$ cat config.mk
export PLATFORM = sky130hd
export DESIGN_NAME = riscv_multicycle_ctrl
export DESIGN_NICKNAME = d
export VERILOG_FILES = /design/src/rtl/riscv_pkg.sv /design/src/rtl/riscv_multicycle_ctrl_if.sv /design/src/rtl/riscv_alu_decoder.sv /design/src/rtl/riscv_multicycle_ctrl.sv
export SDC_FILE = /design/constraint.sdc
export NUM_CORES = 1
export LEC_CHECK = 0
export ABC_AREA = 1
export CAP_MARGIN = 30
export CORE_MARGIN = 4
export CORE_UTILIZATION = 35
export CTS_CLUSTER_SIZE = 10
export DETAILED_ROUTE_END_ITERATION = 12
export GPL_ROUTABILITY_DRIVEN = 0
export PLACE_DENSITY = 0.65
export SYNTH_ARGS = -nofsm -noshare
export SYNTH_HDL_FRONTEND = slang
export SYNTH_SLANG_ARGS = --single-unit
$ cat constraint.sdc
create_clock -name i_Clk -period 1.6 [get_ports i_Clk]
set_clock_uncertainty 0.2 [all_clocks]
set_input_delay 0.32 -clock i_Clk [delete_from_list [all_inputs] [get_ports i_Clk]]
set_output_delay 0.32 -clock i_Clk [all_outputs]
set_load 0.01 [all_outputs]
$ cat src/rtl/riscv_pkg.sv
// Shared encodings for the multicycle RV32I controller: opcodes, FSM states,
// ALU operations and datapath mux selects.
package riscv_pkg;

    typedef logic [3:0] state_t;

    localparam state_t S_FETCH   = 4'd0;
    localparam state_t S_DECODE  = 4'd1;
    localparam state_t S_EXEC    = 4'd2;
    localparam state_t S_ALUWB   = 4'd3;
    localparam state_t S_MEMADDR = 4'd4;
    localparam state_t S_MEMRD   = 4'd5;
    localparam state_t S_MEMWB   = 4'd6;
    localparam state_t S_MEMWR   = 4'd7;
    localparam state_t S_BRANCH  = 4'd8;
    localparam state_t S_JUMP    = 4'd9;
    localparam state_t S_TRAP    = 4'd10;

    localparam logic [6:0] OP_R      = 7'b0110011;
    localparam logic [6:0] OP_I      = 7'b0010011;
    localparam logic [6:0] OP_LUI    = 7'b0110111;
    localparam logic [6:0] OP_AUIPC  = 7'b0010111;
    localparam logic [6:0] OP_LOAD   = 7'b0000011;
    localparam logic [6:0] OP_STORE  = 7'b0100011;
    localparam logic [6:0] OP_BRANCH = 7'b1100011;
    localparam logic [6:0] OP_JAL    = 7'b1101111;
    localparam logic [6:0] OP_JALR   = 7'b1100111;

    localparam logic [3:0] ALU_ADD  = 4'd0;
    localparam logic [3:0] ALU_SUB  = 4'd1;
    localparam logic [3:0] ALU_SLL  = 4'd2;
    localparam logic [3:0] ALU_SLT  = 4'd3;
    localparam logic [3:0] ALU_SLTU = 4'd4;
    localparam logic [3:0] ALU_XOR  = 4'd5;
    localparam logic [3:0] ALU_SRL  = 4'd6;
    localparam logic [3:0] ALU_SRA  = 4'd7;
    localparam logic [3:0] ALU_OR   = 4'd8;
    localparam logic [3:0] ALU_AND  = 4'd9;

    localparam logic [1:0] SRCA_PC    = 2'd0;
    localparam logic [1:0] SRCA_OLDPC = 2'd1;
    localparam logic [1:0] SRCA_REG   = 2'd2;
    localparam logic [1:0] SRCA_ZERO  = 2'd3;
    localparam logic [1:0] SRCB_REG   = 2'd0;
    localparam logic [1:0] SRCB_IMM   = 2'd1;
    localparam logic [1:0] SRCB_FOUR  = 2'd2;
    localparam logic [1:0] RES_ALUOUT = 2'd0;
    localparam logic [1:0] RES_MEM    = 2'd1;
    localparam logic [1:0] RES_ALU    = 2'd2;
    localparam logic [1:0] RES_PC     = 2'd3;

    function automatic logic opcode_known(input logic [6:0] op);
        case (op)
            OP_R, OP_I, OP_LUI, OP_AUIPC, OP_LOAD, OP_STORE,
            OP_BRANCH, OP_JAL, OP_JALR: return 1'b1;
            default:                    return 1'b0;
        endcase
    endfunction

endpackage

$ cat src/rtl/riscv_multicycle_ctrl_if.sv
// ALU-decode request/response bundle between the controller FSM (master)
// and the combinational ALU decoder (slave).
interface riscv_multicycle_ctrl_if;
    logic [6:0] opcode;
    logic [2:0] funct3;
    logic       funct7_b5;
    logic       exec;
    logic [3:0] alu_ctrl;

    modport master (output opcode, funct3, funct7_b5, exec, input alu_ctrl);
    modport slave  (input opcode, funct3, funct7_b5, exec, output alu_ctrl);
endinterface

$ cat src/rtl/riscv_alu_decoder.sv
// Combinational ALU operation decode; only EXEC of an R/I instruction selects
// anything other than ADD.
module riscv_alu_decoder
    import riscv_pkg::*;
(
    riscv_multicycle_ctrl_if.slave dec
);
    logic is_r;

    assign is_r = (dec.opcode == OP_R);

    always_comb begin
        dec.alu_ctrl = ALU_ADD;
        if (dec.exec && (is_r || dec.opcode == OP_I)) begin
            case (dec.funct3)
                3'b000:  dec.alu_ctrl = (is_r && dec.funct7_b5) ? ALU_SUB : ALU_ADD;
                3'b001:  dec.alu_ctrl = ALU_SLL;
                3'b010:  dec.alu_ctrl = ALU_SLT;
                3'b011:  dec.alu_ctrl = ALU_SLTU;
                3'b100:  dec.alu_ctrl = ALU_XOR;
                // funct7[5] picks arithmetic shift for both SRA and SRAI
                3'b101:  dec.alu_ctrl = dec.funct7_b5 ? ALU_SRA : ALU_SRL;
                3'b110:  dec.alu_ctrl = ALU_OR;
                default: dec.alu_ctrl = ALU_AND;
            endcase
        end
    end
endmodule

$ cat src/rtl/riscv_multicycle_ctrl.sv
// Multicycle RV32I control FSM with retire counter and memory watchdog.
// Define RISCV_CTRL_ILLEGAL_TRAP_EN to trap unknown opcodes instead of retiring them as NOPs.
module riscv_multicycle_ctrl
    import riscv_pkg::*;
#(
    parameter int p_TimeoutCycles = 16
) (
    input  logic        i_Clk,
    input  logic        i_Rst,
    input  logic [31:0] i_Inst,
    input  logic        i_IMemReady,
    input  logic        i_DMemReady,
    input  logic        i_BranchTaken,
    output logic        o_IMemReq,
    output logic        o_DMemRead,
    output logic        o_DMemWrite,
    output logic        o_PCWrite,
    output logic        o_OldPCWrite,
    output logic        o_IRWrite,
    output logic        o_RegWrite,
    output logic [1:0]  o_ALUSrcA,
    output logic [1:0]  o_ALUSrcB,
    output logic [1:0]  o_ResultSrc,
    output logic [3:0]  o_ALUCtrl,
    output logic [3:0]  o_State,
    output logic [31:0] o_InstRetired,
    output logic        o_MemTimeout,
    output logic        o_Illegal
);
    localparam int CW = $clog2(p_TimeoutCycles + 2);

    state_t        state, state_nxt;
    logic          restart;
    logic [CW-1:0] wait_cnt;
    logic [31:0]   retired;
    logic          timeout_flag;
    logic          waiting, ready, expired, retire, rd_nz;
    logic [6:0]    opcode;
    logic          unused_inst;

    assign opcode      = i_Inst[6:0];
    assign rd_nz       = |i_Inst[11:7];
    assign unused_inst = ^{i_Inst[31], i_Inst[29:15]};

    riscv_multicycle_ctrl_if dec_if ();
    assign dec_if.opcode    = opcode;
    assign dec_if.funct3    = i_Inst[14:12];
    assign dec_if.funct7_b5 = i_Inst[30];
    assign dec_if.exec      = (state == S_EXEC);
    riscv_alu_decoder u_alu_dec (.dec(dec_if));
    assign o_ALUCtrl = dec_if.alu_ctrl;

    // restart marks an idle FETCH cycle after reset or a timeout so no request is pending
    assign waiting = !restart && (state == S_FETCH || state == S_MEMRD || state == S_MEMWR);
    assign ready   = (state == S_FETCH) ? i_IMemReady : i_DMemReady;
    assign expired = waiting && !ready && (wait_cnt == CW'(p_TimeoutCycles));

    always_comb begin
        state_nxt    = state;
        retire       = 1'b0;
        o_IMemReq    = 1'b0;
        o_DMemRead   = 1'b0;
        o_DMemWrite  = 1'b0;
        o_PCWrite    = 1'b0;
        o_OldPCWrite = 1'b0;
        o_IRWrite    = 1'b0;
        o_RegWrite   = 1'b0;
        o_ALUSrcA    = SRCA_PC;
        o_ALUSrcB    = SRCB_REG;
        o_ResultSrc  = RES_ALUOUT;
        case (state)
            S_FETCH: if (!restart) begin
                o_IMemReq   = 1'b1;
                o_ALUSrcB   = SRCB_FOUR;
                o_ResultSrc = RES_ALU;
                if (i_IMemReady) begin
                    o_IRWrite    = 1'b1;
                    o_OldPCWrite = 1'b1;
                    o_PCWrite    = 1'b1;
                    state_nxt    = S_DECODE;
                end
            end
            S_DECODE: begin
                // old PC + imm lands in ALUOut as the branch/JAL target
                o_ALUSrcA = SRCA_OLDPC;
                o_ALUSrcB = SRCB_IMM;
                case (opcode)
                    OP_R, OP_I, OP_LUI, OP_AUIPC: state_nxt = S_EXEC;
                    OP_LOAD, OP_STORE:            state_nxt = S_MEMADDR;
                    OP_BRANCH:                    state_nxt = S_BRANCH;
                    OP_JAL, OP_JALR:              state_nxt = S_JUMP;
                    default: begin
`ifdef RISCV_CTRL_ILLEGAL_TRAP_EN
                        state_nxt = S_TRAP;
`else
                        state_nxt = S_FETCH;
                        retire    = 1'b1;
`endif
                    end
                endcase
            end
            S_EXEC: begin
                o_ALUSrcA = (opcode == OP_AUIPC) ? SRCA_OLDPC :
                            (opcode == OP_LUI)   ? SRCA_ZERO  : SRCA_REG;
                o_ALUSrcB = (opcode == OP_R) ? SRCB_REG : SRCB_IMM;
                state_nxt = S_ALUWB;
            end
            S_ALUWB: begin
                o_RegWrite = rd_nz;
                retire     = 1'b1;
                state_nxt  = S_FETCH;
            end
            S_MEMADDR: begin
                o_ALUSrcA = SRCA_REG;
                o_ALUSrcB = SRCB_IMM;
                state_nxt = (opcode == OP_STORE) ? S_MEMWR : S_MEMRD;
            end
            S_MEMRD: begin
                o_DMemRead = 1'b1;
                if (i_DMemReady) state_nxt = S_MEMWB;
            end
            S_MEMWB: begin
                o_ResultSrc = RES_MEM;
                o_RegWrite  = rd_nz;
                retire      = 1'b1;
                state_nxt   = S_FETCH;
            end
            S_MEMWR: begin
                o_DMemWrite = 1'b1;
                if (i_DMemReady) begin
                    retire    = 1'b1;
                    state_nxt = S_FETCH;
                end
            end
            S_BRANCH: begin
                o_ALUSrcA = SRCA_REG;
                o_ALUSrcB = SRCB_REG;
                o_PCWrite = i_BranchTaken;
                retire    = 1'b1;
                state_nxt = S_FETCH;
            end
            S_JUMP: begin
                // JALR recomputes rs1+imm; the datapath clears bit 0 of the target
                o_ALUSrcA   = (opcode == OP_JALR) ? SRCA_REG : SRCA_OLDPC;
                o_ALUSrcB   = SRCB_IMM;
                o_ResultSrc = RES_PC;
                o_RegWrite  = rd_nz;
                o_PCWrite   = 1'b1;
                retire      = 1'b1;
                state_nxt   = S_FETCH;
            end
`ifdef RISCV_CTRL_ILLEGAL_TRAP_EN
            S_TRAP: state_nxt = S_TRAP;
`endif
            default: state_nxt = S_FETCH;
        endcase
        if (expired) state_nxt = S_FETCH;
    end

    always_ff @(posedge i_Clk) begin
        if (i_Rst) begin
            state        <= S_FETCH;
            restart      <= 1'b1;
            wait_cnt     <= '0;
            retired      <= '0;
            timeout_flag <= 1'b0;
        end else begin
            state    <= state_nxt;
            restart  <= expired;
            wait_cnt <= (waiting && !ready && !expired) ? wait_cnt + 1'b1 : '0;
            if (retire)  retired      <= retired + 32'd1;
            if (expired) timeout_flag <= 1'b1;
        end
    end

`ifdef RISCV_CTRL_ILLEGAL_TRAP_EN
    logic illegal_flag;
    always_ff @(posedge i_Clk) begin
        if (i_Rst)                                           illegal_flag <= 1'b0;
        else if (state == S_DECODE && !opcode_known(opcode)) illegal_flag <= 1'b1;
    end
    assign o_Illegal = illegal_flag;
`else
    assign o_Illegal = 1'b0;
`endif

    assign o_State       = state;
    assign o_InstRetired = retired;
    assign o_MemTimeout  = timeout_flag;
endmodule

==> results_dict.tcl <==
set metrics [dict create \
    yosysWarnings 0 \
    r2r_end "o_InstRetired[3]" \
    peakVddDrop_mv 0.5322 \
    arrival_ns 1.53 \
    rsz0062_at_grt "true" \
    rows 33 \
    dr_total_vias 3929 \
    root_buffer "clkbuf_8" \
    synth.most_common_cell "nand2_1" \
    cts_sinks 43 \
    path_clk_slew_ns 0.09 \
    post_drt_wl_per_cell_um 14.79 \
    fin_tns_setup_ns -14.88 \
    fin_area_mm2 0.005266 \
    reg2reg_setup_slack_ns -0.36 \
    htreeDepth 2 \
    hp-class "flop to flop" \
    grt_max_degree 19 \
    portBuffers 74 \
    synth_top_area_share_pct 29.13 \
    grt_pass1_vias 3956 \
    ys_types 30 \
    end_kind "primary output" \
    avgViaCountPerCell 5.096 \
    drt_pass1_iterations 5 \
    synth_seq_cells 43 \
    whs_endpoint "wait_cnt[0]" \
    crit_path_max_fanout 4 \
    synthToLayoutAreaGrowth_pct 78.20 \
    drtIter0Drc 171 \
    cts-hold-fix-buffers 0 \
    start_util_pct 35.97 \
    antenna_found_initial 0 \
    dieArea_mm2 0.009978 \
    violations "setup timing" \
    setup_ws_ns -0.4451 \
    io_pins 92 \
    synthArstFlopShare_pct 0 \
    numCtsBuffers 5 \
    die_h_um 99.89 \
    pwr_density_cell_mw_per_mm2 438.6 \
    timing.fmax_mhz 489.0 \
    overflow 0 \
    avgSynthCellArea_um2 6.081 \
    whs_path_depth 1 \
    final_hold_viol_count 0 \
    grtUsageTotal_pct 21.99 \
    slowest_delay_ns 0.23 \
    synth_nets 526 \
    drive_above_1_share_pct 43.09 \
    r2r_start "o_State[0]" \
    tritoncts "done" \
    synthTopCellsByCount "nand2_1, nor2_1, nand3_1" \
    dieWidth_um 99.89 \
    cp_cell_sequence "dlygate4sd2_1 -> inv_2 -> nor2_4 -> buf_6 -> nand4_1 -> o21ai_1 -> o211ai_1 -> buf_2" \
    setup_viol 55 \
    cp_slowest_cell "dlygate4sd2_1" \
    drt_wl_total_mm 11.40 \
    layout.nets 705 \
    slew_viol_final 0 \
    grt_pass1_wl_mm 18.05 \
    synth_enable_flop_cells 0 \
    status "complete, but fails checks" \
    cap_viol_max_count 0 \
    synthTopCellsByArea "dfxtp_1, nand2_1, nor2_1" \
    synth-seq-area-share_pct 29.13 \
    required_ns 1.08 \
    synthCells 486 \
    fin_crit_sh_pct 127.8 \
    clk_latency_ns 0.30 \
    hold_start "wait_cnt[0]" \
    drc 0 \
    start_kind "primary input" \
    ff2ff_path_depth 11 \
    ys.flop_type "dfxtp_1" \
    dp_hpwl_mm 7.417 \
    fp.coreArea_mm2 0.008217 \
    final_util_pct 64.09 \
    placed_area_mm2 0.004481 \
    synth_top_area_cell "dfxtp_1" \
    drtAntennaViolNets 0 \
    synth_area_mm2 0.002955 \
    min_period_ns 2.045 \
    clk_path_buf_depth 2 \
    leakagePower_nw 2.328 \
    antenna_cells 0 \
    critPathKind "primary input to primary output" \
]
## flip-flops by register name, summed over array words and instances, names as in the netlist
signal / count
restart: 1
o_State: 4
o_InstRetired: 32
o_MemTimeout: 1
wait_cnt: 5
## critical path: cells and delay by family
kind	cells	cell delay (ns)
AND/OR/NAND/NOR	2	0.24
AO/OA/AOI/OAI	2	0.37
buffers and inverters	4	0.60
## layout make-up
type	instances	area, µm²
multi-input cells	390	2330
flip-flops and latches	43	910.9
clock inverters	2	12.51
fillers	725	2950
repair buffers	188	1664
clock buffers	6	72.57
inverters	37	145.1
well taps	105	131.4
## placed cells by master (no fill, tap or decap), types with 19 or more instances in the layout
master	netlist	layout
inv_1	30	20
nand2_1	159	141
buf_6	3	19
dlygate4sd2_1	0	36
buf_4	6	90
dfxtp_2	0	19
nor2_1	75	61
nand3_2	2	25
a21oi_2	0	22
## how the worst max path moves through the flow
stage                           startpoint                end  slack (ns)  depth (start not counted)
after floorplan           o_InstRetired[1]  o_InstRetired[16]       -0.06                          8
after global placement           i_Inst[3]       o_ALUCtrl[0]       -0.94                          9
after detailed placement         i_Inst[3]       o_ALUCtrl[0]       -1.06                          9
after CTS                       o_State[2]       o_ALUCtrl[2]       -0.32                          6
after global routing             i_Inst[4]       o_ALUSrcA[1]       -0.47                          8
final                            i_Inst[4]       o_ALUSrcA[1]       -0.45                          8
## stage by stage
step	setup WS [ns]	hold slack, ns	instances	power [mW]
global route	-0.4730	0.2933	771	2.408
global placement	-0.9433	0.2426	740	1.457
floorplan	-0.05953	0.2297	486	1.267
finish	-0.4451	0.2708	771	2.310
detailed placement	-1.057	0.2461	740	1.461
CTS	-0.3239	0.2710	768	2.297
## kinds of logic after synthesis
kind of cell | Yosys count | share of synthesized area (%)
AND/OR/NAND/NOR | 314 | 46.10
AO/OA/AOI/OAI | 54 | 9.653
buffers and inverters | 53 | 8.382
flip-flops | 43 | 29.13
XOR/XNOR | 18 | 5.334
adder cells (fa/ha/maj) | 3 | 1.270
other | 1 | 0.1269
## per-layer routing
metal | vias up | global-route usage (%) | routed length [µm]
met5 | - | 0 | 0
met4 | 0 | 6.828 | 352
met3 | 33 | 3.614 | 569
met2 | 128 | 40.79 | 5913
met1 | 1849 | 25.63 | 4568
li1 | 1919 | - | -
## power breakdown
part	internal, mW	switching (mW)	total [mW]	leakage, nW
sequential	1.07	0.00991	1.08	0.362
combinational	0.260	0.259	0.519	1.92
clock	0.306	0.408	0.714	0.0412
## what timing repair did
| action | CTS | global route |
|---|---|---|
| endpoints found under the setup margin | 97 | 67 |
| buffers inserted | 19 | 9 |
| pin swaps | 34 | 25 |
| resized for setup | 244 | 81 |
| gates cloned | 4 | 1 |
(Power assumes the default switching activity.)
